**config.mk**
```make
export PLATFORM = sky130hd
export DESIGN_NAME = rv32_decode
export DESIGN_NICKNAME = d
export VERILOG_FILES = /design/src/rtl/rv32_decode.sv
export SDC_FILE = /design/constraint.sdc
export NUM_CORES = 1
export LEC_CHECK = 0
export ABC_AREA = 1
export ABC_CLOCK_PERIOD_IN_PS = 2200
export BUFFER_PORTS_ARGS = -buffer_cell sky130_fd_sc_hd__clkbuf_2
export CORE_UTILIZATION = 50
export CTS_CLUSTER_DIAMETER = 40
export DETAILED_ROUTE_END_ITERATION = 10
export PLACE_DENSITY = 0.89
export SYNTH_ARGS = -nofsm -noshare
export SYNTH_HDL_FRONTEND = slang
export SYNTH_SLANG_ARGS = --single-unit
```
**constraint.sdc**
```tcl
create_clock -name clk -period 2.2 [get_ports clk]
set_input_delay 0.11 -clock clk [delete_from_list [all_inputs] [get_ports clk]]
set_output_delay 0.11 -clock clk [all_outputs]
set_load 0.02 [all_outputs]
```
**src/rtl/rv32_decode.sv**
```systemverilog
// RV32I decode stage: register-file read addresses, immediate generation,
// control class and a single-cycle load-use bubble.
module rv32_decode (
  input  logic        clk,
  input  logic        reset_n,
  input  logic        stall_in,
  input  logic        flush_in,
  input  logic        valid_in,
  input  logic [31:0] instr_in,
  input  logic [31:0] pc_in,
  output logic [4:0]  rs1_out,
  output logic [4:0]  rs2_out,
  output logic        hazard_out,
  output logic        valid_out,
  output logic [31:0] pc_out,
  output logic [4:0]  rd_out,
  output logic        rd_write_out,
  output logic [31:0] imm_out,
  output logic [2:0]  funct3_out,
  output logic        alt_out,
  output logic [3:0]  class_out,
  output logic        illegal_out
);

  typedef enum logic [3:0] {
    CLS_NONE   = 4'd0,
    CLS_LUI    = 4'd1,
    CLS_AUIPC  = 4'd2,
    CLS_JAL    = 4'd3,
    CLS_JALR   = 4'd4,
    CLS_BRANCH = 4'd5,
    CLS_LOAD   = 4'd6,
    CLS_STORE  = 4'd7,
    CLS_OPIMM  = 4'd8,
    CLS_OP     = 4'd9,
    CLS_MISC   = 4'd10,
    CLS_SYSTEM = 4'd11
  } cls_e;

  cls_e        dec_class;
  logic        dec_unknown;
  logic        dec_writes;
  logic        uses_rs1;
  logic        uses_rs2;
  logic [31:0] dec_imm;
  logic [4:0]  dec_rd;

  assign rs1_out = instr_in[19:15];
  assign rs2_out = instr_in[24:20];
  assign dec_rd  = instr_in[11:7];

  // The full 7-bit opcode includes instr[1:0], so compressed encodings fall
  // through to the unknown case without a separate check.
  // NOTE: every always_comb output gets a default first so no path infers a latch.
  always_comb begin
    dec_class   = CLS_NONE;
    dec_unknown = 1'b0;
    unique case (instr_in[6:0])
      7'b0110111: dec_class = CLS_LUI;
      7'b0010111: dec_class = CLS_AUIPC;
      7'b1101111: dec_class = CLS_JAL;
      7'b1100111: dec_class = CLS_JALR;
      7'b1100011: dec_class = CLS_BRANCH;
      7'b0000011: dec_class = CLS_LOAD;
      7'b0100011: dec_class = CLS_STORE;
      7'b0010011: dec_class = CLS_OPIMM;
      7'b0110011: dec_class = CLS_OP;
      7'b0001111: dec_class = CLS_MISC;
      7'b1110011: dec_class = CLS_SYSTEM;
      default:    dec_unknown = 1'b1;
    endcase
  end

  always_comb begin
    dec_imm    = 32'd0;
    dec_writes = 1'b0;
    uses_rs1   = 1'b0;
    uses_rs2   = 1'b0;
    case (dec_class)
      CLS_LUI, CLS_AUIPC: begin
        dec_imm    = {instr_in[31:12], 12'b0};
        dec_writes = 1'b1;
      end
      CLS_JAL: begin
        dec_imm    = {{12{instr_in[31]}}, instr_in[19:12], instr_in[20],
                      instr_in[30:21], 1'b0};
        dec_writes = 1'b1;
      end
      CLS_JALR, CLS_LOAD, CLS_OPIMM: begin
        dec_imm    = {{20{instr_in[31]}}, instr_in[31:20]};
        dec_writes = 1'b1;
        uses_rs1   = 1'b1;
      end
      CLS_SYSTEM: begin
        dec_imm    = {{20{instr_in[31]}}, instr_in[31:20]};
        dec_writes = 1'b1;
      end
      CLS_BRANCH: begin
        dec_imm  = {{20{instr_in[31]}}, instr_in[7], instr_in[30:25],
                    instr_in[11:8], 1'b0};
        uses_rs1 = 1'b1;
        uses_rs2 = 1'b1;
      end
      CLS_STORE: begin
        dec_imm  = {{20{instr_in[31]}}, instr_in[31:25], instr_in[11:7]};
        uses_rs1 = 1'b1;
        uses_rs2 = 1'b1;
      end
      CLS_OP: begin
        dec_writes = 1'b1;
        uses_rs1   = 1'b1;
        uses_rs2   = 1'b1;
      end
      default: ;
    endcase
  end

  // Computed from the held registered state, so it may assert during a stall.
  assign hazard_out = valid_in && valid_out && (class_out == CLS_LOAD) &&
                      (rd_out != 5'd0) &&
                      ((uses_rs1 && (rs1_out == rd_out)) ||
                       (uses_rs2 && (rs2_out == rd_out)));

  // NOTE: sequential state uses non-blocking assignments so every register
  // samples pre-edge values regardless of statement order.
  always_ff @(posedge clk or negedge reset_n) begin
    if (!reset_n) begin
      valid_out    <= 1'b0;
      pc_out       <= 32'd0;
      rd_out       <= 5'd0;
      rd_write_out <= 1'b0;
      imm_out      <= 32'd0;
      funct3_out   <= 3'd0;
      alt_out      <= 1'b0;
      class_out    <= CLS_NONE;
      illegal_out  <= 1'b0;
    end else if (flush_in || (!stall_in && hazard_out)) begin
      valid_out    <= 1'b0;
      rd_write_out <= 1'b0;
      class_out    <= CLS_NONE;
      illegal_out  <= 1'b0;
    end else if (!stall_in) begin
      valid_out    <= valid_in;
      pc_out       <= pc_in;
      rd_out       <= dec_rd;
      rd_write_out <= valid_in && dec_writes && (dec_rd != 5'd0);
      imm_out      <= dec_imm;
      funct3_out   <= instr_in[14:12];
      alt_out      <= instr_in[30];
      class_out    <= valid_in ? dec_class : CLS_NONE;
      illegal_out  <= valid_in && dec_unknown;
    end
  end

endmodule

```
==> flow_summary.yaml, run 1 <==
clocking:
  cts_max_level: 3
  clock-sinks: 80
  cts_tree: "yes"
  root_buffer: "clkbuf_8"
  cts_buffer_depth: 2
  postCtsSetupBuffers: 0
  cts_buffers: 9
  clk-insertion-delay-late_ns: 0.36
  path_clk_slew_ns: 0.09
critical_path:
  start_kind: "register"
  crit_chain: "inv_1, nand4_1, nor3_1, o21ai_0, a21oi_1, clkbuf_2"
  crit_arrival_ns: 1.93
  critPathRequiredTime_ns: 2.09
  max_stage_delay_ns: 0.41
  critPathKind: "reg2out"
  slowest_stage: "dfrtp_1"
  worstSetupEndpointType: "output pin"
  crit_fanout: 3
finish:
  nets: 821
  layout-drive-gt1-share_pct: 25.6
  final_util_pct: 68.5
  syn_to_final_growth_pct: 29.9
  fillers: 728
  layout_commonest_cell: "nand2_1"
  seq_area_mm2: 0.00200
  layout_common_cells: "nand2_1, clkbuf_2, nand4_1"
  antennaDiodeCount: 0
  multiInputGateArea_mm2: 0.00202
die:
  core_mm2: 0.00838
  die_x_um: 96
  ioPinCount: 160
  die-area_mm2: 0.00922
  num_rows: 33
  initial_core_util_pct: 52.7
  die-height_um: 96
timing:
  slew_headroom_pct: 50.1
  fin_hold_ws_ns: 0.0167
  rsz0062_at_grt: "false"
  worst_pin_slew_ns: 0.748
  finalCritPeriodShare_pct: 92.7
  min_period_ns: 2.04
  finalHoldViolCount: 0
  slew_violations: 0
  fin_setup_tns_ns: 0
  setup_violations: 0
  fmax_ghz: 0.490
  fin_worst_skew_ns: 0.00719
route:
  dr.first_iter.drc_count: 412
  ant_nets: 0
  drt_drc_violations_left: 0
  route.vias.total: 4863
  first_pass_iters: 5
  routed_wl_um: 13700
  via_per_inst: 5.64
  routedWlPerCell_um: 15.9
power:
  p_leak_uw: 0.00333
  ir_drop_v: 0.000287
  power_density_mw_per_mm2: 621
place:
  place_hpwl_um: 9280
  placement.io_buffers: 159
  gp_congestion: 0.870
synth:
  netlist_instances: 589
  synth_area_mm2: 0.00442
  avgSynthCellArea_um2: 7.50
  synthDistinctLibCells: 28
  ys_seq_area_share_pct: 45.3
  syn_nets: 658
  yosys_warnings: 0
  ys_seq_elements: 80
global_routing:
  grt_pass1_vias: 4456
  grt_pass1_wl_um: 21300
  antenna_found_initial: 0
  grt_max_degree: 47
  gr-total-overflow: 0
  grt.total_usage_pct: 30.3
run_status:
  status: "finished clean"
flow_run:
  maxCapViolations: 0
worst_hold_path:
  hold_path_class: "in2reg"
-- power by group --
group          total, uW  internal [uW]  leakage, uW  switching (uW)
clock               1120            536    0.0000977             583
combinational        776            275      0.00219             501
sequential          1670           1590      0.00105            81.1
-- stage by stage --
step,area [um2],setup slack (ns),power (uW),cells
2_1_floorplan,4420,0.504,2100,589
3_3_place_gp,5240,0.464,2390,816
3_5_place_dp,5240,0.377,2420,816
4_1_cts,5730,0.186,3570,861
5_1_grt,5740,0.0430,3740,862
6_report,5740,0.160,3560,862
-- flip-flops by register name (all words and copies together) (netlist names) --
name and flops:
illegal_out 1, class_out 4, valid_out 1, pc_out 32
imm_out 32, rd_out 5, rd_write_out 1, alt_out 1
funct3_out 3
-- synth_stat cells --
library cell	number	share of area, %
buf_6	7	1.8
inv_1	26	2.2
nor3b_1	1	0.17
nor2_1	25	2.1
o21bai_1	1	0.17
xnor2_1	6	1.2
a21o_1	1	0.17
o21ai_1	1	0.11
clkbuf_1	17	1.4
a21boi_0	6	1.0
nor3_1	2	0.23
a31oi_1	1	0.14
or2_2	2	0.28
nand3_1	25	2.8
buf_4	10	1.7
o21ai_0	5	0.57
nand2_2	2	0.28
buf_1	3	0.25
dfrtp_1	80	45
nand2_1	246	21
or2_1	1	0.14
nand3_4	1	0.40
nand4_1	94	13
buf_2	12	1.4
nand3b_1	6	1.0
a21oi_1	5	0.57
inv_2	2	0.17
nor4_1	1	0.14
-- kinds of logic (layout without fill, tap and decap cells) --
family | count (synthesis) | in the layout | synth area share [%]
and+or+nand+nor | 406 | 406 | 41.8
xor gates and xnor gates | 6 | 6 | 1.19
DFF | 80 | 80 | 45.3
buffers and inverters | 77 | 245 | 8.92
AOI/OAI and AO/OA | 20 | 20 | 2.75
-- metal layers --
| metal | track usage, % | routed length [um] |
|---|---|---|
| met1 | 38.1 | 5550 |
| met2 | 50.5 | 6530 |
| met3 | 7.58 | 1290 |
| met4 | 10.4 | 338 |
| met5 | 0 | 0 |
-- layout make-up --
class | count | area share (%)
multi-input cells | 432 | 35.2
flip-flops and latches | 80 | 34.9
repair buffers | 201 | 22.2
well taps | 105 | 2.29
clock buffers | 9 | 2.16
inverters | 28 | 1.83
clock inverters | 7 | 1.37
-- worst paths after layout --
path	cells after the start	endpoint	start	slack (ns)
hold / removal	3	funct3_out[2]	instr_in[14]	0.02
setup / recovery	6	hazard_out	class_out[3]	0.16
setup reg to reg	13	pc_out[3]	rd_out[3]	0.32
min in group asynchronous	2	pc_out[23]	reset_n	0.24
hold reg to reg	2	pc_out[25]	pc_out[25]	0.48
max in group asynchronous	3	imm_out[29]	reset_n	1.36
-- worst max-delay path, delay by kind of cell (launching register included) --
| family | cells | cell delay, ns |
|---|---|---|
| simple gates | 2 | 0.51 |
| buf+inv | 2 | 0.26 |
| compound gates | 2 | 0.39 |
| flops | 1 | 0.41 |
-- timing repair --
item,in CTS,in global routing
resized for setup,0,0
hold endpoints to repair,62,1
hold buffers,29,1
Note: power is estimated with default switching activity, not from simulation.
==> inputs of run 2 (changes only) <==
BUFFER_PORTS_ARGS = default   (was -buffer_cell sky130_fd_sc_hd__clkbuf_2)
CORE_UTILIZATION = 64   (was 50)
DONT_BUFFER_PORTS = 1   (was default)
PLACE_DENSITY = 0.88   (was 0.89)
==> flow_summary.yaml, run 2 (synthesized netlist as in run 1, its figures left out) <==
route:
  routed_wl_um: 13300
  dr.first_iter.drc_count: 470
  drt_drc_violations_left: 0
  via_per_inst: 6.47
  route.vias.total: 4487
  ant_nets: 0
  routedWlPerCell_um: 19.2
  first_pass_iters: 6
finish:
  fillers: 430
  nets: 680
  final_util_pct: 78.6
  layout-drive-gt1-share_pct: 6.33
  syn_to_final_growth_pct: 15.6
  layout_common_cells: "nand2_1, nand4_1, dfrtp_1"
  reg_top3: "imm_out x32, pc_out x32, rd_out x5"
  antennaDiodeCount: 0
  layout_commonest_cell: "nand2_1"
global_routing:
  grt.total_usage_pct: 37.2
  grt_max_degree: 81
  gr-total-overflow: 0
  antenna_found_initial: 0
  grt_pass1_vias: 4075
  grt_pass1_wl_um: 20700
timing:
  fin_worst_skew_ns: 0.0129
  finalCritPeriodShare_pct: 89.1
  fin_setup_tns_ns: 0
  finalHoldViolCount: 0
  slew_headroom_pct: 54.4
  setup_violations: 0
  slew_violations: 0
  worst_pin_slew_ns: 0.682
  rsz0062_at_grt: "false"
  min_period_ns: 1.96
  fmax_ghz: 0.510
worst_hold_path:
  min-delay-start: "instr_in[23]"
  min_path_cells: 4
  hold_path_class: "in2reg"
  whs_endpoint: "imm_out[3]"
critical_path:
  reg2reg_depth: 13
  r2r_end: "pc_out[20]"
  crit_fanout: 73
  critPathRequiredTime_ns: 2.49
  rr_startpoint: "rd_out[3]"
  worstSetupEndpointType: "register"
  crit_arrival_ns: 2.25
  r2r_setup_slack_ns: 0.24
  critPathKind: "reg2reg"
  start_kind: "register"
flow_run:
  maxCapViolations: 0
clocking:
  root_buffer: "clkbuf_8"
  clk-insertion-delay-late_ns: 0.36
  cts_buffer_depth: 2
  path_clk_slew_ns: 0.09
  post_cts_resize_count: 0
  cts_tree: "yes"
  clock-sinks: 80
  cts_max_level: 3
  cts_buffers: 9
die:
  initial_core_util_pct: 68.0
  die-area_mm2: 0.00724
  core_mm2: 0.00649
  die_x_um: 85.1
  ioPinCount: 160
  num_rows: 29
  die-height_um: 85.1
place:
  place_hpwl_um: 7910
  gp_congestion: 0.898
  placement.io_buffers: 0
power:
  ir_drop_v: 0.000356
  power.total_uw: 3620
  p_leak_uw: 0.00274
  power_density_mw_per_mm2: 708
run_status:
  status: "finished clean"
-- run 2: cell count changes in the layout (fill, tap and decap cells not counted) --
cell           previous run  this run
buf_12                    7         4
buf_16                    0         1
buf_4                     6        11
bufinv_16                 1         3
clkbuf_2                158         0
clkinv_2                  1         0
clkinv_4                  1         2
clkinvlp_4                2         0
dlygate4sd3_1            30        44
-- run 2: stage by stage --
step / worst slack (ns) / std cells / instance area (um2) / hold slack [ns]
2_1_floorplan: 0.504 / 589 / 4420 / -0.186
3_3_place_gp: 0.422 / 632 / 4390 / -0.184
3_5_place_dp: 0.367 / 632 / 4390 / -0.184
4_1_cts: 0.278 / 693 / 5110 / 0.0217
5_1_grt: 0.0772 / 693 / 5110 / 0.0436
6_report: 0.240 / 693 / 5110 / 0.0343
-- run 2: worst max-delay path by stage --
stage	from	to	slack, ns	cells after the start
2_1_floorplan	rd_out[3]	rd_out[1]	0.50	11
3_3_place_gp	rd_out[1]	imm_out[9]	0.42	10
3_5_place_dp	rd_out[3]	imm_out[22]	0.37	13
4_1_cts	class_out[3]	hazard_out	0.28	6
5_1_grt	rd_out[3]	pc_out[21]	0.08	13
6_report	rd_out[3]	pc_out[20]	0.24	13
-- run 2: what timing repair did --
item | in CTS | in global routing
endpoints found under the hold margin | 128 | 0
setup buffers | 0 | 0
hold buffers | 45 | 0
-- run 2: final cells by class --
class | instances | area (um2) | area share (%)
repair buffers | 60 | 631 | 12.3
clock buffers | 9 | 124 | 2.43
flip-flops and latches | 80 | 2000 | 39.2
inverters | 28 | 105 | 2.06
multi-input cells | 432 | 2020 | 39.6
well taps | 77 | 96.3 | 1.89
clock inverters | 7 | 128 | 2.50
-- run 2: power by group --
group	total [uW]	switching, uW	internal [uW]
logic	447	267	180
clock network	1340	575	769
registers	1820	240	1590
-- run 2: critical path, stage by stage, from the launching register on --
cell and delay, ns:
dfrtp_1 0.44, inv_1 0.10, nand2_1 0.09, o21ai_0 0.09, nor2_1 0.10, nand2_1 0.05, nor2_1 0.15, nand2_1 0.07
nand2_1 0.08, nand2_2 0.10, nand3_4 0.10, buf_12 0.30, nand2_1 0.13, nand2_1 0.09
-- run 2: metal layers --
layer,vias to the layer above,share of wire [%],global-route usage (%)
li1,2000,-,-
met1,2100,37,46.9
met2,323,47,60.1
met3,64,12,12.4
met4,0,4.2,13.9
met5,-,0,0
==> inputs of run 3 (changes only) <==
CORE_ASPECT_RATIO = 2   (was default)
CORE_UTILIZATION = 66   (was 64)
CTS_BUF_LIST = sky130_fd_sc_hd__clkbuf_4   (was default)
PLACE_DENSITY = 0.9   (was 0.88)
==> flow_summary.yaml, run 3 (synthesized netlist as in run 1, its figures left out) <==
finish:
  reg_top3: "imm_out x32, pc_out x32, rd_out x5"
  seq_area_mm2: 0.00200
  fillers: 431
  layout_common_cells: "nand2_1, nand4_1, dfrtp_1"
  syn_to_final_growth_pct: 15.7
  layout_commonest_cell: "nand2_1"
  layout-drive-gt1-share_pct: 6.01
  nets: 697
  fin_cells: 718
  antennaDiodeCount: 0
  multiInputGateArea_mm2: 0.00202
timing:
  worst_pin_slew_ns: 0.641
  finalHoldViolCount: 0
  slew_headroom_pct: 57.2
  rsz0062_at_grt: "false"
  fmax_ghz: 0.491
  fin_hold_ws_ns: 0.0251
  fin_setup_tns_ns: 0
  setup_violations: 0
  slew_violations: 0
  min_period_ns: 2.04
  finalCritPeriodShare_pct: 92.6
  fin_worst_skew_ns: 0.0128
route:
  first_pass_iters: 5
  routedWlPerCell_um: 20.0
  wl_met2_um: 7140
  wl_met3_um: 1200
  route.vias.total: 4606
  via_per_inst: 6.42
  highest_layer: "met4"
  ant_nets: 0
  drt_drc_violations_left: 0
  dr.first_iter.drc_count: 383
  wl_met1_um: 4720
  routed_wl_um: 14400
power:
  power.total_uw: 3040
  ir_drop_v: 0.000389
  p_leak_uw: 0.00274
  power_density_mw_per_mm2: 595
place:
  place_hpwl_um: 8950
  place_inst: 643
  placement.io_buffers: 0
  gp_congestion: 0.931
global_routing:
  gr-total-overflow: 0
  grt_pass1_wl_um: 22000
  grt.total_usage_pct: 41.7
  grt_pass1_vias: 4572
  antenna_found_initial: 0
  grt_max_degree: 81
clocking:
  cts_tree: "yes"
  postCtsSetupBuffers: 0
  root_buffer: "clkbuf_4"
  path_clk_slew_ns: 0.12
  cts_buffer_depth: 2
  clk-insertion-delay-late_ns: 0.43
  cts_buffers: 9
  clock-sinks: 80
  cts_max_level: 3
die:
  die-area_mm2: 0.00704
  ioPinCount: 160
  die-height_um: 118
  initial_core_util_pct: 69.5
  core_mm2: 0.00636
  num_rows: 41
  die_x_um: 59.9
worst_hold_path:
  hold_path_class: "in2reg"
critical_path:
  crit_arrival_ns: 1.93
  crit_fanout: 3
  start_kind: "register"
  critPathKind: "reg2out"
  critPathRequiredTime_ns: 2.09
  worstSetupEndpointType: "output pin"
flow_run:
  maxCapViolations: 0
run_status:
  status: "finished clean"
[run 3: power by group]
group	internal, uW	leakage (uW)	switching, uW
clock	245	0.0000540	492
sequential	1590	0.00105	241
combinational	194	0.00164	283
[run 3: worst paths after layout]
kind | from | cells after the start | slack [ns] | end
worst max-delay path | class_out[0] | 6 | 0.16 | hazard_out
worst min-delay path | instr_in[28] | 4 | 0.03 | imm_out[28]
worst max register to register | rd_out[0] | 12 | 0.29 | funct3_out[1]
worst min register to register | rd_out[2] | 2 | 0.60 | rd_out[2]
max in group asynchronous | reset_n | 2 | 1.63 | imm_out[27]
min in group asynchronous | reset_n | 2 | 0.25 | funct3_out[0]
[run 3: critical path: stages (launching register included)]
cell and delay (ns):
dfrtp_1 0.49, inv_1 0.09, nand4_1 0.09, nor3_1 0.35, o21ai_0 0.16, a21oi_1 0.15, buf_4 0.16
[run 3: repair_timing]
item / in CTS / in global routing
hold buffers: 60 / 0
resized for setup: 0 / 0
hold endpoints to repair: 157 / 0
[run 3: cell type report]
class / count / area share (%)
multi-input cells: 432 / 39.5
flip-flops and latches: 80 / 39.2
repair buffers: 77 / 15.1
well taps: 86 / 2.10
inverters: 28 / 2.06
clock buffers: 11 / 1.62
clock inverters: 4 / 0.441
[run 3: stage by stage]
stage               setup WS, ns  instance area, um2  utilization, %
finish                     0.162                5110            80.4
global route              0.0441                5110            80.4
CTS                        0.131                5110            80.4
detailed placement         0.362                4390            69.0
global placement           0.419                4390            69.0
floorplan                  0.504                4420               -
[run 3: layer usage]
layer	GRT usage, %	vias to the layer above
met5	0	-
met4	32.8	0
met3	10.7	105
met2	67.2	321
met1	43.8	2140
li1	-	2040
